`src/rtl/mac_seq_pkg.sv`:
```
// Shared types and constants for the dot-product sequencer that feeds the MAC.
package mac_seq_pkg;

  localparam int DATA_W      = 16;
  localparam int OUT_SEL_MAX = 24;

  typedef enum logic [1:0] {
    IDLE   = 2'd0,
    ACCUM  = 2'd1,
    DRAIN  = 2'd2,
    RESULT = 2'd3
  } state_e;

endpackage

```
`src/rtl/mac_coef_bank.sv`:
```
// Coefficient register file: one 16-bit entry per product term, cleared on
// reset, written one entry per clock, read combinationally.
module mac_coef_bank
  import mac_seq_pkg::*;
#(
  parameter int COEF_DEPTH = 16,
  parameter int ADDR_W     = $clog2(COEF_DEPTH)
) (
  input  logic              MAC_ACC_CLK,
  input  logic              acc_ff_rstn,
  input  logic              wr_en,
  input  logic [ADDR_W-1:0] waddr,
  input  logic [DATA_W-1:0] wdata,
  input  logic [ADDR_W-1:0] raddr,
  output logic [DATA_W-1:0] rdata
);

  // Packed view of all entries so the read port is a plain indexed select.
  logic [COEF_DEPTH-1:0][DATA_W-1:0] bank_flat;

  genvar gi;
  generate
    for (gi = 0; gi < COEF_DEPTH; gi++) begin : g_entry
      logic [DATA_W-1:0] entry_q;
      logic [DATA_W-1:0] entry_d;

      // Load this entry only when it is the target of a permitted write.
      always_comb begin
        entry_d = entry_q;
        if (wr_en && (waddr == ADDR_W'(gi))) begin
          entry_d = wdata;
        end
      end

      // Entry storage; reset shares the MAC accumulator reset.
      always_ff @(posedge MAC_ACC_CLK or negedge acc_ff_rstn) begin
        if (!acc_ff_rstn) begin
          entry_q <= '0;
        end else begin
          entry_q <= entry_d;
        end
      end

      assign bank_flat[gi] = entry_q;
    end
  endgenerate

  assign rdata = bank_flat[raddr];

endmodule

```
`src/rtl/mac_dot_seq.sv`:
```
// Dot-product sequencer: accepts a command, streams operands paired with
// stored coefficients into the MAC (clear/round-preload on the first term,
// accumulate after), waits one drain cycle, then presents the MAC result.
module mac_dot_seq
  import mac_seq_pkg::*;
#(
  parameter int COEF_DEPTH = 16,
  parameter int ADDR_W     = $clog2(COEF_DEPTH)
) (
  input  logic              MAC_ACC_CLK,
  input  logic              acc_ff_rstn,
  input  logic              coef_we,
  input  logic [ADDR_W-1:0] coef_waddr,
  input  logic [DATA_W-1:0] coef_wdata,
  input  logic              cmd_valid,
  output logic              cmd_ready,
  input  logic [ADDR_W-1:0] cmd_len,
  input  logic [5:0]        cmd_out_sel,
  input  logic              cmd_rnd,
  input  logic              cmd_sat,
  input  logic              cmd_tc,
  input  logic              op_valid,
  output logic              op_ready,
  input  logic [DATA_W-1:0] op_data,
  output logic              res_valid,
  input  logic              res_ready,
  output logic [DATA_W-1:0] res_data,
  output logic              busy,
  output logic [DATA_W-1:0] MAC_OPER_DATA,
  output logic [DATA_W-1:0] MAC_COEF_DATA,
  output logic              EFPGA_MATHB_CLK_EN,
  output logic              MAC_ACC_CLEAR,
  output logic              MAC_ACC_RND,
  output logic              MAC_ACC_SAT,
  output logic [5:0]        MAC_OUT_SEL,
  output logic              MAC_TC,
  input  logic [DATA_W-1:0] MAC_OUT
);

  state_e              state_q, state_d;
  logic [ADDR_W-1:0]   len_q, len_d;
  logic [5:0]          out_sel_q, out_sel_d;
  logic                rnd_q, rnd_d;
  logic                sat_q, sat_d;
  logic                tc_q, tc_d;
  logic [ADDR_W-1:0]   idx_q, idx_d;
  logic                first_q, first_d;
  logic                res_valid_q, res_valid_d;
  logic [DATA_W-1:0]   res_data_q, res_data_d;
  logic [DATA_W-1:0]   coef_rdata;

  logic cmd_accept;
  logic op_accept;
  logic res_accept;

  assign cmd_accept = cmd_valid && (state_q == IDLE);
  assign op_accept  = op_valid && (state_q == ACCUM);
  assign res_accept = res_valid_q && res_ready;

  // Coefficients may only change between operations.
  mac_coef_bank #(
    .COEF_DEPTH (COEF_DEPTH),
    .ADDR_W     (ADDR_W)
  ) u_coef_bank (
    .MAC_ACC_CLK (MAC_ACC_CLK),
    .acc_ff_rstn (acc_ff_rstn),
    .wr_en       (coef_we && (state_q == IDLE)),
    .waddr       (coef_waddr),
    .wdata       (coef_wdata),
    .raddr       (idx_q),
    .rdata       (coef_rdata)
  );

  // State register.
  always_ff @(posedge MAC_ACC_CLK or negedge acc_ff_rstn) begin
    if (!acc_ff_rstn) begin
      state_q <= IDLE;
    end else begin
      state_q <= state_d;
    end
  end

  // Next-state: last operand accepted when idx reaches the latched length.
  always_comb begin
    state_d = state_q;
    case (state_q)
      IDLE:    if (cmd_valid) state_d = ACCUM;
      ACCUM:   if (op_valid && (idx_q == len_q)) state_d = DRAIN;
      DRAIN:   state_d = RESULT;
      RESULT:  if (res_ready) state_d = IDLE;
      default: state_d = IDLE;
    endcase
  end

  // Handshake and MAC control outputs; MAC data inputs are zero outside ACCUM.
  always_comb begin
    cmd_ready          = (state_q == IDLE);
    busy               = (state_q != IDLE);
    op_ready           = 1'b0;
    EFPGA_MATHB_CLK_EN = 1'b0;
    MAC_ACC_CLEAR      = 1'b0;
    MAC_ACC_RND        = 1'b0;
    MAC_OPER_DATA      = '0;
    MAC_COEF_DATA      = '0;
    if (state_q == ACCUM) begin
      op_ready           = 1'b1;
      EFPGA_MATHB_CLK_EN = op_valid;
      MAC_ACC_CLEAR      = first_q && !rnd_q;
      MAC_ACC_RND        = first_q && rnd_q;
      MAC_OPER_DATA      = op_data;
      MAC_COEF_DATA      = coef_rdata;
    end
  end

  // Command latch, operand index, and result capture during the drain cycle.
  always_comb begin
    len_d       = len_q;
    out_sel_d   = out_sel_q;
    rnd_d       = rnd_q;
    sat_d       = sat_q;
    tc_d        = tc_q;
    idx_d       = idx_q;
    first_d     = first_q;
    res_valid_d = res_valid_q;
    res_data_d  = res_data_q;
    if (cmd_accept) begin
      len_d     = cmd_len;
      out_sel_d = (cmd_out_sel > 6'(OUT_SEL_MAX)) ? 6'(OUT_SEL_MAX) : cmd_out_sel;
      rnd_d     = cmd_rnd;
      sat_d     = cmd_sat;
      tc_d      = cmd_tc;
      idx_d     = '0;
      first_d   = 1'b1;
    end
    if (op_accept) begin
      idx_d   = idx_q + ADDR_W'(1);
      first_d = 1'b0;
    end
    if (state_q == DRAIN) begin
      res_data_d  = MAC_OUT;
      res_valid_d = 1'b1;
    end
    if (res_accept) begin
      res_valid_d = 1'b0;
    end
  end

  // Datapath registers; reset discards any partial operation.
  always_ff @(posedge MAC_ACC_CLK or negedge acc_ff_rstn) begin
    if (!acc_ff_rstn) begin
      len_q       <= '0;
      out_sel_q   <= '0;
      rnd_q       <= 1'b0;
      sat_q       <= 1'b0;
      tc_q        <= 1'b0;
      idx_q       <= '0;
      first_q     <= 1'b0;
      res_valid_q <= 1'b0;
      res_data_q  <= '0;
    end else begin
      len_q       <= len_d;
      out_sel_q   <= out_sel_d;
      rnd_q       <= rnd_d;
      sat_q       <= sat_d;
      tc_q        <= tc_d;
      idx_q       <= idx_d;
      first_q     <= first_d;
      res_valid_q <= res_valid_d;
      res_data_q  <= res_data_d;
    end
  end

  // Mode bits stay on the latched values, including in IDLE, so the MAC
  // output select remains settled between operations.
  assign MAC_OUT_SEL = out_sel_q;
  assign MAC_ACC_SAT = sat_q;
  assign MAC_TC      = tc_q;
  assign res_valid   = res_valid_q;
  assign res_data    = res_data_q;

endmodule
```
`config.mk`:
```
export PLATFORM = sky130hd
export DESIGN_NAME = mac_dot_seq
export DESIGN_NICKNAME = d
export VERILOG_FILES = /design/src/rtl/mac_seq_pkg.sv /design/src/rtl/mac_coef_bank.sv /design/src/rtl/mac_dot_seq.sv
export SDC_FILE = /design/constraint.sdc
export NUM_CORES = 1
export LEC_CHECK = 0
export CELL_PAD_IN_SITES_DETAIL_PLACEMENT = 1
export CELL_PAD_IN_SITES_GLOBAL_PLACEMENT = 1
export CORE_MARGIN = 4
export CORE_UTILIZATION = 43
export CTS_CLUSTER_DIAMETER = 30
export DETAILED_ROUTE_END_ITERATION = 12
export PLACE_DENSITY_LB_ADDON = 0.15
export SLEW_MARGIN = 20
export SYNTH_ARGS = -nofsm -noshare
export SYNTH_HDL_FRONTEND = slang
export SYNTH_SLANG_ARGS = --single-unit
```
`constraint.sdc`:
```
create_clock -name MAC_ACC_CLK -period 2.3 [get_ports MAC_ACC_CLK]
set_clock_uncertainty 0.1 [all_clocks]
set_input_delay 0.46 -clock MAC_ACC_CLK [delete_from_list [all_inputs] [get_ports MAC_ACC_CLK]]
set_output_delay 0.46 -clock MAC_ACC_CLK [all_outputs]
set_load 0.1 [all_outputs]
```
==> reports/metrics.yaml <==
startpoint_type: "flip-flop"
fin_crit_ps: 2862
grt_pass1_vias: 10580
io_pins: 134
rows: 64
htreeDepth: 3
cts_root_buffer: "clkbuf_16"
area_delta_synth_final_pct: 45.05
via_per_inst: 5.594
grt_start_max_net_pins: 66
cts_made_buffers: 76
die_y_microns: 185.3
outcome: "finished with violations"
rsz0062_at_grt: "true"
die-area_sq_um: 34350
routed_wl_microns: 42620
dieWidth_microns: 185.3
drc: 0
synth-seq-cells: 293
overflow: 0
met1_length_microns: 18370
finalHoldViolCount: 0
pwr_density_cell_nw_per_um2: 1568
slew-limit-headroom: 0.5905
grt.total_usage: 0.2445
slew_violations: 0
cp-end-kind: "primary output"
antenna_left: 0
hold_path_class: "in2async"
finalSetupViolCount: 36
avgSynthCellArea_sq_um: 13.63
post-route-period-util: 1.244
dr_wl_met2_microns: 21570
clock_sinks: 293
critPathArrivalTime_ps: 2300
antenna_found_initial: 0
syn-cell-area_sq_um: 13520
worst_pin_slew_ps: 612.4
worstSkewPairLatency_ps: 550
drt_iter0_markers: 440
fill_cells: 2827
dr_wl_met3_microns: 1895
leakage_nw: 8.970
ir_drop_v: 0.0009561
yosysWarnings: 0
critPathRequiredTime_ps: 1740
cp_max_fo: 10
clk_pin_slew_worst_paths_ps: 40
port_buffers: 133
num_antenna_cells: 0
grt_pass1_wl_microns: 64380
clockBufferDepth: 3
core_area_sq_um: 30830
wl_per_cell_microns: 25.28
drv_cap: 0
synth_fp_nets: 1069
power_mw: 30.76
num_vias: 9431
synth_cell_types: 33
setup_slack_ps: -562.0
top_layer: "met4"
path_class: "reg2out"
initial_utilization: 0.4387
cts_tree: "yes"
violations: "negative setup slack"
gp_congestion: 0.7680
final_nets: 1312
drtPass1Iterations: 4
synthCells: 992
drive_gt1_frac: 0.5008
timing.fmax_ghz: 0.3494
hold_slack_ps: 365.9
ys_seq_area_frac: 0.5421
dp_hpwl_microns: 24220
-- timing repair --
item                                    in CTS  in global routing
endpoints found under the setup margin      36                 81
endpoints found under the hold margin       58                  0
pin swaps                                   20                 29
setup buffers                               14                 13
gates cloned                                 2                  2
hold buffers                                 1                  0
gates resized for setup                     45                 19
-- cell usage after synthesis (all sizes together) --
| master | number | share of area |
|---|---|---|
| buf | 38 | 0.016 |
| nor2b | 6 | 0.0028 |
| or3 | 1 | 0.00046 |
| a22o | 1 | 0.00065 |
| mux2i | 108 | 0.080 |
| xnor2 | 4 | 0.0026 |
| mux2 | 279 | 0.23 |
| nor2 | 20 | 0.0067 |
| nor3 | 3 | 0.0015 |
| mux4 | 11 | 0.018 |
| a31oi | 3 | 0.0014 |
| nand4b | 2 | 0.0013 |
| o21ai | 25 | 0.0093 |
| nand4 | 1 | 0.00046 |
| nor4 | 1 | 0.0016 |
| and2 | 19 | 0.0088 |
| nand3 | 16 | 0.0059 |
| dfrtp | 293 | 0.54 |
| ha | 6 | 0.0056 |
| clkbuf | 36 | 0.010 |
| a22oi | 52 | 0.029 |
| o211ai | 4 | 0.0022 |
| nand2b | 14 | 0.0065 |
| a41oi | 1 | 0.00065 |
| nand2 | 36 | 0.010 |
| inv | 4 | 0.0011 |
| and3 | 2 | 0.00093 |
| a21oi | 6 | 0.0022 |
-- through the flow --
stage	setup WS [ps]	std cells	utilization	area, sq um	setup TNS, ps
after floorplan	-153.1	992	-	14050	-9230
after global placement	-8.324	1524	0.5411	16680	-71.42
after detailed placement	-53.64	1524	0.5411	16680	-1313
after CTS	-579.7	1674	0.6309	19450	-10090
after global routing	-631.7	1686	0.6363	19620	-13560
final	-562.0	1686	0.6363	19620	-10770
-- final timing paths --
kind | startpoint | end | slack [ps] | cells after the start
max | idx_q[0] | MAC_COEF_DATA[13] | -560 | 5
min | acc_ff_rstn | u_coef_bank.g_entry[15].entry_q[2] | 370 | 2
max reg2reg | state_q[0] | u_coef_bank.g_entry[4].entry_q[10] | 50 | 7
min reg2reg | MAC_OUT_SEL[3] | MAC_OUT_SEL[3] | 380 | 2
max in group asynchronous | acc_ff_rstn | u_coef_bank.g_entry[0].entry_q[12] | 980 | 3
min in group MAC_ACC_CLK | MAC_OUT_SEL[3] | MAC_OUT_SEL[3] | 380 | 2
-- cell type report --
| cell class | count | area, sq um | share of cell area |
|---|---|---|---|
| timing repair buffer | 239 | 2972 | 0.1515 |
| tap | 396 | 495.5 | 0.02526 |
| sequential | 293 | 7340 | 0.3742 |
| inverter | 4 | 21.27 | 0.001084 |
| clock buffer | 113 | 2202 | 0.1123 |
| multi-input combinational | 621 | 6321 | 0.3222 |
| clock inverter | 20 | 265.3 | 0.01352 |
-- worst max-delay path, cell delays in order, from the launching register on --
cell	delay, ps
dfrtp_4	440
buf_12	170
mux4_2	500
o211ai_1	340
nand2_4	110
buf_12	190
-- power by group --
group	internal, mW	switching [mW]	leakage (nW)
sequential	7.27	1.24	3.86
combinational	5.19	6.84	3.90
clock	7.18	3.05	1.21
-- logic make-up (layout without fill, tap and decap cells) --
kind of cell | after synthesis | in the layout | synth area share
buffers and inverters | 78 | 376 | 0.02711
adder cells (fa/ha/maj) | 6 | 6 | 0.005551
XOR/XNOR | 4 | 4 | 0.002590
flip-flops | 293 | 293 | 0.5421
AO/OA/AOI/OAI | 92 | 92 | 0.04524
multiplexers | 398 | 398 | 0.3306
AND/OR/NAND/NOR | 121 | 121 | 0.04681
-- per-layer routing --
layer | vias up | GRT usage
met5 | - | 0
met4 | 0 | 0.06900
met3 | 67 | 0.04458
met2 | 226 | 0.4162
met1 | 5028 | 0.3220
li1 | 4110 | -
-- registers in the layout (all words and copies together), names as in the netlist, 2 cells and up --
| register | cells |
|---|---|
| u_coef_bank.g_entry.entry_q | 256 |
| res_data | 16 |
| idx_q | 4 |
| state_q | 2 |
| MAC_OUT_SEL | 6 |
| len_q | 4 |
-- cell usage in the layout (no fill, tap or decap), types with 11 or more instances in the layout --
cell type	count
a22oi_1	52
and2_4	16
mux2_2	259
clkbuf_1	22
buf_4	81
mux2_4	20
clkdlybuf4s50_1	69
clkbuf_8	14
clkbuf_16	79
nand2_1	32
o21ai_4	15
mux2i_1	107
dfrtp_1	289
mux4_2	11
buf_12	71
Note: power is estimated with default switching activity, not from simulation.
